File: src/rtl/iob_ram_tdp_arb.sv
// iob_ram_tdp_arb: round-robin arbiter sharing a true dual-port RAM among N_REQ requesters
// Ports: clk, rst_n (sync, active-low); req_valid/req_ready/req_addr/req_wstrb/req_wdata per requester;
// resp_rvalid per requester plus shared resp_rdata; enA/weA/addrA/dinA/doutA and enB/weB/addrB/dinB/doutB to the RAM.
module iob_ram_tdp_arb #(
  parameter int N_REQ  = 4,
  parameter int ADDR_W = 10,
  parameter int DATA_W = 32
) (
  input  logic                       clk,
  input  logic                       rst_n,
  input  logic [N_REQ-1:0]           req_valid,
  output logic [N_REQ-1:0]           req_ready,
  input  logic [N_REQ*ADDR_W-1:0]    req_addr,
  input  logic [N_REQ*DATA_W/8-1:0]  req_wstrb,
  input  logic [N_REQ*DATA_W-1:0]    req_wdata,
  output logic [N_REQ-1:0]           resp_rvalid,
  output logic [DATA_W-1:0]          resp_rdata,
  output logic                       enA,
  output logic                       enB,
  output logic [DATA_W/8-1:0]        weA,
  output logic [DATA_W/8-1:0]        weB,
  output logic [ADDR_W-1:0]          addrA,
  output logic [ADDR_W-1:0]          addrB,
  output logic [DATA_W-1:0]          dinA,
  output logic [DATA_W-1:0]          dinB,
  input  logic [DATA_W-1:0]          doutA,
  input  logic [DATA_W-1:0]          doutB
);
  localparam int SW = DATA_W / 8;
  localparam int IW = $clog2(N_REQ);
  logic [IW-1:0] ptr, ptr_n, a_idx, b_idx, kk;
  logic a_ok, b_ok, a_rd, b_rd, gnt_a, gnt_b, sel_q;
  logic [ADDR_W-1:0] a_addr, b_addr;
  logic [SW-1:0] a_ws, b_ws;
  logic [DATA_W-1:0] a_wd, b_wd;
  logic [N_REQ-1:0] rv_q, rd_gnt;
  int k;
  function automatic logic [IW-1:0] nxt(input logic [IW-1:0] i);
    return (i == IW'(N_REQ - 1)) ? '0 : i + 1'b1;
  endfunction
  // first two valid requesters in rotated order starting at ptr
  always_comb begin
    a_ok = 1'b0;
    b_ok = 1'b0;
    a_idx = '0;
    b_idx = '0;
    k = 0;
    kk = '0;
    for (int i = 0; i < N_REQ; i++) begin
      k = int'(ptr) + i;
      k = (k >= N_REQ) ? k - N_REQ : k;
      kk = IW'(k);
      if (req_valid[kk] && !a_ok) begin
        a_ok = 1'b1;
        a_idx = kk;
      end else if (req_valid[kk] && !b_ok) begin
        b_ok = 1'b1;
        b_idx = kk;
      end
    end
  end
  always_comb begin
    a_addr = req_addr[int'(a_idx)*ADDR_W +: ADDR_W];
    b_addr = req_addr[int'(b_idx)*ADDR_W +: ADDR_W];
    a_ws = req_wstrb[int'(a_idx)*SW +: SW];
    b_ws = req_wstrb[int'(b_idx)*SW +: SW];
    a_wd = req_wdata[int'(a_idx)*DATA_W +: DATA_W];
    b_wd = req_wdata[int'(b_idx)*DATA_W +: DATA_W];
    a_rd = a_ws == '0;
    b_rd = b_ws == '0;
    gnt_a = rst_n && a_ok;
    // B waits on a same-address hazard with a write, and on a second read since resp_rdata is shared
    gnt_b = gnt_a && b_ok && !(a_rd && b_rd) && ((a_addr != b_addr) || (a_rd && b_rd));
    req_ready = (gnt_a ? N_REQ'(1) << a_idx : '0) | (gnt_b ? N_REQ'(1) << b_idx : '0);
    rd_gnt = (gnt_a && a_rd ? N_REQ'(1) << a_idx : '0) | (gnt_b && b_rd ? N_REQ'(1) << b_idx : '0);
    ptr_n = gnt_b ? nxt(b_idx) : gnt_a ? nxt(a_idx) : ptr;
    enA = gnt_a;
    weA = gnt_a ? a_ws : '0;
    addrA = gnt_a ? a_addr : '0;
    dinA = gnt_a ? a_wd : '0;
    enB = gnt_b;
    weB = gnt_b ? b_ws : '0;
    addrB = gnt_b ? b_addr : '0;
    dinB = gnt_b ? b_wd : '0;
    resp_rvalid = rv_q;
    resp_rdata = (|rv_q) ? (sel_q ? doutB : doutA) : '0;
  end
  always_ff @(posedge clk) begin
    if (!rst_n) begin
      ptr <= '0;
      rv_q <= '0;
      sel_q <= 1'b0;
    end else begin
      ptr <= ptr_n;
      rv_q <= rd_gnt;
      sel_q <= gnt_b && b_rd;
    end
  end
endmodule

File: config.mk
export PLATFORM = sky130hd
export DESIGN_NAME = iob_ram_tdp_arb
export DESIGN_NICKNAME = d
export VERILOG_FILES = /design/src/rtl/iob_ram_tdp_arb.sv
export SDC_FILE = /design/constraint.sdc
export NUM_CORES = 1
export LEC_CHECK = 0
export BUFFER_PORTS_ARGS = -buffer_cell sky130_fd_sc_hd__buf_2
export CORE_AREA = 2 2 151 153
export CTS_BUF_LIST = sky130_fd_sc_hd__clkbuf_8
export DETAILED_ROUTE_END_ITERATION = 16
export DIE_AREA = 0 0 153 155
export PLACE_DENSITY = 0.53
export SKIP_LAST_GASP = 1
export SYNTH_ARGS = -nofsm -noshare
export SYNTH_HDL_FRONTEND = slang
export SYNTH_SLANG_ARGS = --single-unit
export TNS_END_PERCENT = 1
File: constraint.sdc
create_clock -name clk -period 4.4 [get_ports clk]
set_clock_uncertainty 0.2 [all_clocks]
set_input_delay 0.44 -clock clk [delete_from_list [all_inputs] [get_ports clk]]
set_output_delay 0.44 -clock clk [all_outputs]
set_load 0.01 [all_outputs]
==> results of run 1 <==
-- path summary, 6_finish.rpt --
| path | start | endpoint | slack, ns | cells past startpoint |
|---|---|---|---|---|
| max | ptr[0] | weB[2] | 0.27 | 14 |
| min reg2reg | ptr[1] | ptr[1] | 0.50 | 2 |
| max reg2reg | ptr[0] | ptr[0] | 0.85 | 13 |
| min | rst_n | ptr[1] | 0.31 | 3 |
-- Yosys cell counts, types with 2 or more instances --
master	instances	area share, %
mux2i_1	106	23
nand2_1	79	6.5
nor2_1	53	4.4
and3_1	44	6.1
and2_1	41	5.7
a211oi_1	33	5.5
mux4_2	32	16
clkbuf_1	28	2.3
inv_1	21	1.7
o211ai_1	17	2.8
mux2_2	16	4.0
buf_1	13	1.1
buf_2	10	1.1
o221ai_1	10	1.9
a21oi_1	9	0.99
ha_1	8	2.2
dfxtp_1	7	3.1
xor2_1	6	1.2
a22o_1	4	0.77
a32o_1	4	0.88
buf_4	4	0.66
o21ai_0	4	0.44
a22oi_1	3	0.50
nor4_1	3	0.41
a21o_1	2	0.33
inv_2	2	0.17
nand4_1	2	0.28
nor2b_1	2	0.28
-- per-stage QoR --
stage               worst slack (ns)  total power, W  cell area (sq um)  hold slack [ns]
floorplan                     0.6804        0.001346               4532           0.3835
global placement              0.1845        0.002048               6824           0.4785
detailed placement            0.1402        0.002046               6824           0.4874
finish                        0.2662        0.002158               6945           0.3142
CTS                           0.1000        0.002144               6869           0.3161
global route                 0.05243        0.002340               6945           0.3532
-- cell usage in the layout (no fill, tap or decap), types with 8 or more instances in the layout --
cell,instances
o211ai_1,17
mux4_2,32
and2_1,41
mux2i_1,106
a21oi_1,8
buf_2,387
a211oi_1,33
inv_1,22
buf_4,28
nor2_1,52
ha_1,8
nand2_1,78
and3_1,44
o221ai_1,10
mux2_2,16
-- what timing repair did --
item,in CTS,in global routing
setup buffers,0,7
resized for setup,0,5
setup endpoints to repair,0,26
-- logic make-up after synthesis --
| family | count (synthesis) | synth area share (%) |
|---|---|---|
| AND/OR/NAND/NOR | 232 | 24.96 |
| multiplexers | 155 | 43.62 |
| AO/OA/AOI/OAI | 99 | 17.23 |
| buffers and inverters | 81 | 7.510 |
| adder cells (fa/ha/maj) | 9 | 2.430 |
| flip-flops | 7 | 3.092 |
| XOR/XNOR | 6 | 1.160 |
-- power by group through the flow --
stage	clock network, W	registers [W]	logic (W)
3_3_place_gp	0	0.0000946	0.00195
6_report	0.0000887	0.0000951	0.00197
5_1_grt	0.0000943	0.0000967	0.00215
3_5_place_dp	0	0.0000941	0.00195
2_1_floorplan	0	0.0000763	0.00127
4_1_cts	0.0000901	0.0000935	0.00196
-- sequential cells by signal (all words and copies together) (netlist names) --
signal and cells:
resp_rvalid 4, ptr 2, sel_q 1
-- cell type report --
class | instances | area share, %
clock buffers | 3 | 0.5945
multi-input cells | 501 | 58.93
well taps | 285 | 5.134
inverters | 24 | 1.297
repair buffers | 419 | 31.94
clock inverters | 1 | 0.05404
flip-flops and latches | 7 | 2.054
-- tightest hold or removal path, cell delays in order --
cell and delay, ns:
buf_2 0.13, o21ai_0 0.08, a211oi_1 0.05
-- layer usage --
layer | vias to the layer above | wire [um] | GRT usage, %
met5 | - | 14 | 0
met1 | 2915 | 9815 | 22.86
met4 | 4 | 121 | 2.028
met2 | 245 | 11850 | 33.59
li1 | 2916 | - | -
met3 | 14 | 1368 | 2.591
==> impl_metrics.csv, run 1 <==
group,metric,value,unit
status,status,"finished, final reports clean",
critical_path,cp.arrival,3.49,ns
logic_synthesis,netlist_area,4532,sq um
sta,setup_violations,0,
placement,hpwl,18730,um
cells_and_area,nNetsFinal,1218,
clocking,cts_num_sinks,7,
logic_synthesis,ys_types,54,
sta,slew_violations,0,
die,rows,55,
cells_and_area,fin_cells,1240,
sta,period_share,93.95,%
critical_path,slowest_delay,0.39,ns
clocking,insertion_delay,0.23,ns
hold_path,worstHoldPathType,"input pin to flip-flop",
die,dieHeight,155,um
critical_path,critPathTopFamily,"simple AND/OR/NAND/NOR gates",
placement,placed_cells_incl_taps,1229,
grt,grt_use_total,18.08,%
clocking,clock_tree.buffer_depth,2,
logic_synthesis,seq_area_frac_synth,3.092,%
cells_and_area,drive_gt1_share,51.20,%
placement,gp_congestion,0.8522,
cells_and_area,antenna_cells,0,
pwr,ir_drop,0.1584,mV
critical_path,end_kind,"output port",
grt,grt_pass1_wl,34680,um
logic_synthesis,synth_edf_count,0,
grt,grt_pass1_vias,6065,
detailed_routing,drc,0,
sta,relSlewSlack,34.33,%
cells_and_area,seq_area,142.6,sq um
critical_path,path_class,"flip-flop to output port",
detailed_routing,viasPerCell,4.915,
grt,grt_antenna_before_repair,2,
die,core,22230,sq um
pwr,switching_share,51.33,%
pwr,netSwitchingPower,0.001108,W
clocking,cts_tree,"done",
detailed_routing,num_vias,6094,
logic_synthesis,avgSynthCellArea,7.694,sq um
run,max_cap_violations,0,
sta,finalHoldViolations,0,
sta,worst_slew_pin_slew,0.9851,ns
detailed_routing,drt_iter0_markers,283,
sta,setup_tns,0,ns
logic_synthesis,yosysWarningCount,0,
pwr,power_frac_comb,91.5,%
logic_synthesis,postSynthCellCount,589,
sta,fin_crit,4.134,ns
critical_path,critPathMaxFanout,27,
cells_and_area,fillers,2466,
die,die_area,23720,sq um
cells_and_area,area_delta_synth_final,53.26,%
clocking,path_clk_slew,0.04,ns
logic_synthesis,synth_seq_cells,7,
pwr,p_leak,3.763,nW
grt,gr-total-overflow,0,
logic_synthesis,synth_ff_type,"dfxtp_1",
clocking,ctsRootBufferMaster,"clkbuf_8",
sta,rsz0062_at_grt,"no",
critical_path,critPathLaunchType,"flip-flop",
placement,portBuffers,387,
die,die_w,153,um
cells_and_area,multi_input_area,4093,sq um
clocking,cts_max_level,1,
cells_and_area,final_core_util,31.25,%
clocking,cts_buffers,3,
detailed_routing,drt-total-wl,23170,um
detailed_routing,firstDrtPassIters,4,
detailed_routing,detail-route-antenna-nets,0,
critical_path,cp.buffers_inverters,4,
pwr,intPower,0.001050,W
logic_synthesis,synth_nets,851,
pwr,seqPwrFrac,4.4,%
clocking,cts_hold_buf,0,
die,ioPinCount,388,
die,initial_utilization,20.39,%
pwr,p_per_area,310.7,nW/um^2
grt,grt_max_degree,38,
sta,fmax,0.2419,GHz
logic_synthesis,ys_async_sr_fraction,0,%
detailed_routing,routedWlPerCell,18.68,um
critical_path,cp_cell_sequence,"buf_4 > and3b_1 > a21oi_1 > o221ai_1 > a21oi_4 > buf_6 > o221ai_1 > and3_1 > nor4_1 > nand4_1 > o21ba_2 > buf_4 > and3_1 > buf_2",
critical_path,crit_required,3.76,ns
critical_path,cp_slowest_cell,"dfxtp_2",
pwr,power.share.clock,4.1,%
Note: power is estimated with default switching activity, not from simulation.
==> inputs of run 2 (changes only) <==
CTS_BUF_LIST = sky130_fd_sc_hd__clkbuf_4 sky130_fd_sc_hd__clkbuf_8   (was sky130_fd_sc_hd__clkbuf_8)
clock period = 5.3 ns   (was 4.4 ns; I/O delays follow)
==> run 2 against run 1 <==
Global-route usage down 0.15 points. Die area unchanged. Clock power down 16%. Critical path depth unchanged. Flip-flop and latch count unchanged. Combinational power down 19%. Register-to-register slack better by 0.58 ns. Power down 19%. Sequential share of layout area about the same. Design area down 1.8%. First-iteration DRC count up 34%. Utilization down 0.55 points.
==> impl_metrics.csv, run 2 (same netlist as run 1, synthesis figures left out) <==
group,metric,value,unit
detailed_routing,viasPerCell,4.945,
critical_path,cp.arrival,3.90,ns
placement,placed_cells_incl_taps,1221,
cells_and_area,drive_gt1_share,50.11,%
run,max_cap_violations,0,
status,status,"finished, final reports clean",
cells_and_area,seq_area,141.4,sq um
critical_path,path_class,"input pin to output port",
placement,portBuffers,387,
cells_and_area,antenna_cells,0,
hold_path,worstHoldStart,"rst_n",
clocking,ctsRootBufferMaster,"clkbuf_8",
sta,finalHoldViolations,0,
critical_path,crit_required,4.57,ns
cells_and_area,fin_cells,1225,
clocking,cts_num_sinks,7,
cells_and_area,fillers,2493,
sta,setup_tns,0,ns
grt,grt_pass1_wl,34110,um
hold_path,hold_path_end,"ptr[1]",
clocking,clock_tree.buffer_depth,2,
grt,grt_use_total,17.93,%
grt,grt_pass1_vias,5899,
sta,relSlewSlack,33.16,%
pwr,p_per_area,256.8,nW/um^2
cells_and_area,final_common_cell,"buf_2",
sta,fin_crit,4.631,ns
clocking,cts_tree,"done",
clocking,path_clk_slew,0.04,ns
die,die_w,153,um
pwr,ir_drop,0.1208,mV
critical_path,startpoint,"req_valid[1]",
die,die_area,23720,sq um
clocking,post_cts_buffers,0,
critical_path,critPathMaxFanout,31,
detailed_routing,drt-total-wl,22980,um
detailed_routing,detail-route-antenna-nets,0,
pwr,p_leak,3.686,nW
detailed_routing,drt_iter0_markers,380,
hold_path,hold_depth,3,
sta,setup_violations,0,
grt,gr-total-overflow,0,
critical_path,reg2reg_depth,10,
detailed_routing,routedWlPerCell,18.76,um
die,initial_utilization,20.39,%
clocking,cts_hold_buf,0,
clocking,cts_resized,0,
detailed_routing,firstDrtPassIters,5,
cells_and_area,largest_reg_flops,4,
sta,worst_slew_pin_slew,1.003,ns
cells_and_area,nNetsFinal,1203,
critical_path,r2r_end,"ptr[0]",
critical_path,critPathLaunchType,"input pin",
critical_path,end_kind,"output port",
placement,gp_congestion,0.8712,
die,rows,55,
placement,hpwl,18340,um
clocking,insertion_delay,0.22,ns
sta,slew_violations,0,
hold_path,worstHoldPathType,"input pin to flip-flop",
detailed_routing,drc,0,
detailed_routing,num_vias,6058,
die,core,22230,sq um
critical_path,reg2reg_from,"ptr[1]",
die,ioPinCount,388,
grt,grt_max_degree,58,
clocking,cts_buffers,3,
clocking,cts_max_level,1,
sta,rsz0062_at_grt,"no",
cells_and_area,multi_input_area,4086,sq um
critical_path,r2r_slack,1.43,ns
sta,period_share,87.38,%
die,dieHeight,155,um
grt,grt_antenna_before_repair,3,
cells_and_area,area_delta_synth_final,50.55,%
sta,fmax,0.2159,GHz
cells_and_area,layout_common_cells,"buf_2 (387), mux2i_1 (106), nand2_1 (78)",
==> run 2: cell types whose count changed in the layout (fill, tap and decap cells not counted), sizes merged <==
cell	delta
buf	-15
inv	-1
clkinv	+1
==> run 2: how the worst max path moves through the flow <==
stage                     cells past startpoint  slack [ns]           end
final                                        14        0.67      addrB[3]
after global routing                         14        0.38      addrB[3]
after CTS                                    14        0.62  req_ready[2]
after detailed placement                     14        0.64  req_ready[2]
after global placement                       14        0.65      addrB[1]
after floorplan                              14        1.40      dinB[12]
==> run 2: layout make-up <==
class                           count  share of cell area (%)
Timing Repair Buffer              404                   30.81
Inverter                           24                   1.320
Tap cell                          285                   5.226
Clock buffer                        3                  0.6052
Clock inverter                      1                 0.07335
Sequential cell                     7                   2.072
Multi-Input combinational cell    501                   59.89
==> run 2: power by group <==
part / internal, W / switching [W] / leakage (nW)
Combinational: 0.000724 / 0.000867 / 3.60
Clock: 0.0000509 / 0.0000240 / 0.0255
Sequential: 0.0000595 / 0.0000258 / 0.0576
Total: 0.000835 / 0.000917 / 3.69
==> run 2: worst max-delay path, cell delays in order <==
cell and delay (ns):
buf_2 0.23, or3b_1 0.17, o21ai_2 0.07, a221oi_4 0.56, o21ai_4 0.11, inv_2 0.34, o221ai_1 0.22, and3_1 0.22
nor4_1 0.36, nand4_1 0.18, o21ba_2 0.25, buf_4 0.24, and3_1 0.24, buf_2 0.14
==> run 2: metal layers <==
metal  vias up  part of all wire [%]  global-route usage (%)
met5         -                  0.17                       0
met4         6                   1.4                   2.866
met3        28                   5.6                   2.396
met2       282                    51                   33.12
met1      2851                    41                   22.59
li1       2891                     -                       -
==> run 2: metrics by stage <==
| step | cell area [sq um] | power (W) | setup slack (ns) | hold slack (ns) | util [%] |
|---|---|---|---|---|---|
| 6_report | 6823 | 0.001752 | 0.6688 | 0.4126 | 30.70 |
| 5_1_grt | 6823 | 0.001906 | 0.3773 | 0.4094 | 30.70 |
| 4_1_cts | 6823 | 0.001774 | 0.6156 | 0.4035 | 30.70 |
| 3_5_place_dp | 6777 | 0.001692 | 0.6387 | 0.6187 | 30.49 |
| 3_3_place_gp | 6777 | 0.001692 | 0.6486 | 0.6207 | 30.49 |
| 2_1_floorplan | 4532 | 0.001117 | 1.400 | 0.4735 | - |
==> inputs of run 3 (changes only) <==
ABC_AREA = 1   (was default)
CAP_MARGIN = 20   (was default)
CORE_AREA = 2 2 149 151   (was 2 2 151 153)
DIE_AREA = 0 0 151 153   (was 0 0 153 155)
PLACE_DENSITY = 0.57   (was 0.53)
==> run 3 against run 2 <==
Critical path depth grew 7. Area after synthesis grew 17%. Via count is 33% higher. Utilization increased by 3.7 points.
==> impl_metrics.csv, run 3 <==
group,metric,value,unit
status,status,"finished, final reports clean",
sta,layout_setup_ws,0.5117,ns
detailed_routing,firstDrtPassIters,5,
cells_and_area,drive_gt1_share,38.41,%
clocking,insertion_delay,0.23,ns
clocking,cts_max_level,1,
logic_synthesis,seq_area_frac_synth,2.638,%
critical_path,reg2reg_from,"ptr[0]",
logic_synthesis,synth_top_area_share,26.36,%
cells_and_area,area_delta_synth_final,39.15,%
sta,worst_slew_pin_slew,1.046,ns
grt,grt_pass1_vias,7483,
sta,fin_crit,4.788,ns
sta,fmax,0.2088,GHz
clocking,cts_resized,0,
clocking,path_clk_slew,0.05,ns
detailed_routing,drt_iter0_markers,414,
sta,relSlewSlack,30.24,%
critical_path,r2r_end,"resp_rvalid[2]",
hold_path,worstHoldStart,"rst_n",
die,core,21490,sq um
grt,grt_antenna_before_repair,7,
sta,period_share,90.35,%
die,die_area,23100,sq um
logic_synthesis,ys_async_sr_fraction,0,%
critical_path,reg2reg_depth,21,
die,die_w,151,um
logic_synthesis,postSynthCellCount,994,
hold_path,hold_path_end,"ptr[0]",
cells_and_area,fin_cells,1603,
placement,hpwl,20910,um
clocking,cts_buffers,3,
logic_synthesis,avgSynthCellArea,5.343,sq um
logic_synthesis,synth_ff_type,"dfxtp_1",
critical_path,critPathMaxFanout,45,
placement,gp_congestion,0.9250,
cells_and_area,final_common_cell,"buf_2",
clocking,cts_hold_buf,0,
logic_synthesis,synth_edf_count,0,
critical_path,slowest_delay,0.60,ns
cells_and_area,largest_reg_flops,4,
logic_synthesis,synth_nets,1256,
critical_path,cp_slowest_cell,"dfxtp_1",
sta,timing.hold.ws,0.3886,ns
critical_path,crit_required,4.57,ns
placement,placed_cells_incl_taps,1596,
cells_and_area,nNetsFinal,1583,
detailed_routing,num_vias,8058,
critical_path,crit_top_cell,"nand2_1",
die,dieHeight,153,um
critical_path,cp.arrival,4.06,ns
detailed_routing,detail-route-antenna-nets,0,
hold_path,hold_depth,3,
logic_synthesis,yosys.area.top_type,"nand2_1",
critical_path,r2r_slack,1.30,ns
cells_and_area,layout_common_cells,"buf_2 (387), nand2_1 (372), inv_1 (114)",
die,rows,54,
grt,gr-total-overflow,0,
detailed_routing,viasPerCell,5.027,
critical_path,cp_cell_sequence,"inv_2 > nand2_1 > nand2_1 > nand2_2 > nand2_4 > o21ai_2 > nand2_2 > nand2_4 > nand2_1 > nand2_1 > nand2_1 > nand2_1 > nand3_1 > nand2_1 > nand2_1 > nor2_1 > nand3_2 > nand2_8 > buf_12 > a221oi_2 > buf_2",
logic_synthesis,netlist_area,5311,sq um
critical_path,startpoint,"ptr[0]",
critical_path,cp.buffers_inverters,3,
logic_synthesis,yosysMostFrequentCell,"nand2_1",
clocking,clock_tree.buffer_depth,2,
die,initial_utilization,24.72,%
cells_and_area,fillers,2452,
logic_synthesis,synth_seq_cells,7,
critical_path,critPathTopFamily,"simple AND/OR/NAND/NOR gates",
clocking,ctsRootBufferMaster,"clkbuf_8",
grt,grt_max_degree,98,
run,max_cap_violations,0,
die,ioPinCount,388,
logic_synthesis,netlist_top_cells_count,"nand2_1 (373), inv_1 (114), nand3_1 (96)",
sta,setup_violations,0,
detailed_routing,drc,0,
clocking,cts_num_sinks,7,
logic_synthesis,ys_types,35,
placement,portBuffers,387,
sta,setup_tns,0,ns
critical_path,end_kind,"output port",
clocking,cts_tree,"done",
sta,slew_violations,0,
detailed_routing,routedWlPerCell,16.74,um
sta,finalHoldViolations,0,
grt,grt_use_total,21.78,%
grt,grt_pass1_wl,40360,um
sta,rsz0062_at_grt,"no",
logic_synthesis,synthTopCellsByArea,"nand2_1 (26%), nand3_1 (9.0%), a221oi_2 (9.0%)",
placement,place_ws,0.6039,ns
critical_path,path_class,"flip-flop to output port",
detailed_routing,drt-total-wl,26830,um
hold_path,worstHoldPathType,"input pin to flip-flop",
clocking,post_cts_buffers,0,
logic_synthesis,yosysWarningCount,0,
critical_path,critPathLaunchType,"flip-flop",
[run 3: changes by cell type in the layout (fill, tap and decap cells not counted), moves of 33 or more]
cell,previous run,this run
nand2_1,78,372
a21oi_1,8,71
o21ai_0,4,62
inv_1,21,114
and2_1,41,0
and3_1,44,0
nand3_1,0,96
a211oi_1,33,0
mux2i_1,106,1
[run 3: worst max-delay path by stage]
stage,endpoint,slack [ns],cells after the start
floorplan,dinB[0],2.11,19
global placement,dinB[18],0.71,23
detailed placement,dinB[27],0.60,21
CTS,dinB[27],0.36,21
global route,dinB[18],0.08,21
finish,dinB[18],0.51,21
[run 3: per-layer routing]
layer	vias up	track usage (%)	share of wire, %
li1	3965	-	-
met3	40	3.940	8.6
met2	424	37.94	48
met1	3627	27.27	41
met5	-	0	0.048
met4	2	6.053	2.5
[run 3: area by class of cell]
class / count / area, sq um / area share, %
diodes: 3 / 7.507 / 0.1016
clock buffers: 4 / 48.80 / 0.6602
inverters: 122 / 460.4 / 6.230
multi-input cells: 787 / 4337 / 58.68
flip-flops and latches: 7 / 140.1 / 1.896
well taps: 280 / 350.3 / 4.740
repair buffers: 400 / 2047 / 27.70
[run 3: per-stage QoR]
step           utilization (%)  cell area [sq um]
2_1_floorplan                -               5311
5_1_grt                  34.40               7391
3_5_place_dp             34.10               7326
6_report                 34.40               7391
4_1_cts                  34.32               7375
3_3_place_gp             34.10               7326
[run 3: cells by family (layout without fill, tap and decap cells)]
kind of cell	Yosys count	count (layout)	synth area share, %
flip-flops	7	7	2.638
multiplexers	33	33	6.973
AO/OA/AOI/OAI	214	214	29.02
other	0	3	0
AND/OR/NAND/NOR	532	532	43.42
adder cells (fa/ha/maj)	8	8	1.885
buffers and inverters	200	526	16.07
[run 3: tightest hold or removal path: cells and delay by family]
kind / cells / cell delay, ns
buffers and inverters: 2 / 0.20
AOI/OAI and AO/OA: 1 / 0.04
Power of run 3 is not shown: default switching activity piles up to over one toggle a cycle in this logic, so the estimate is an artifact.
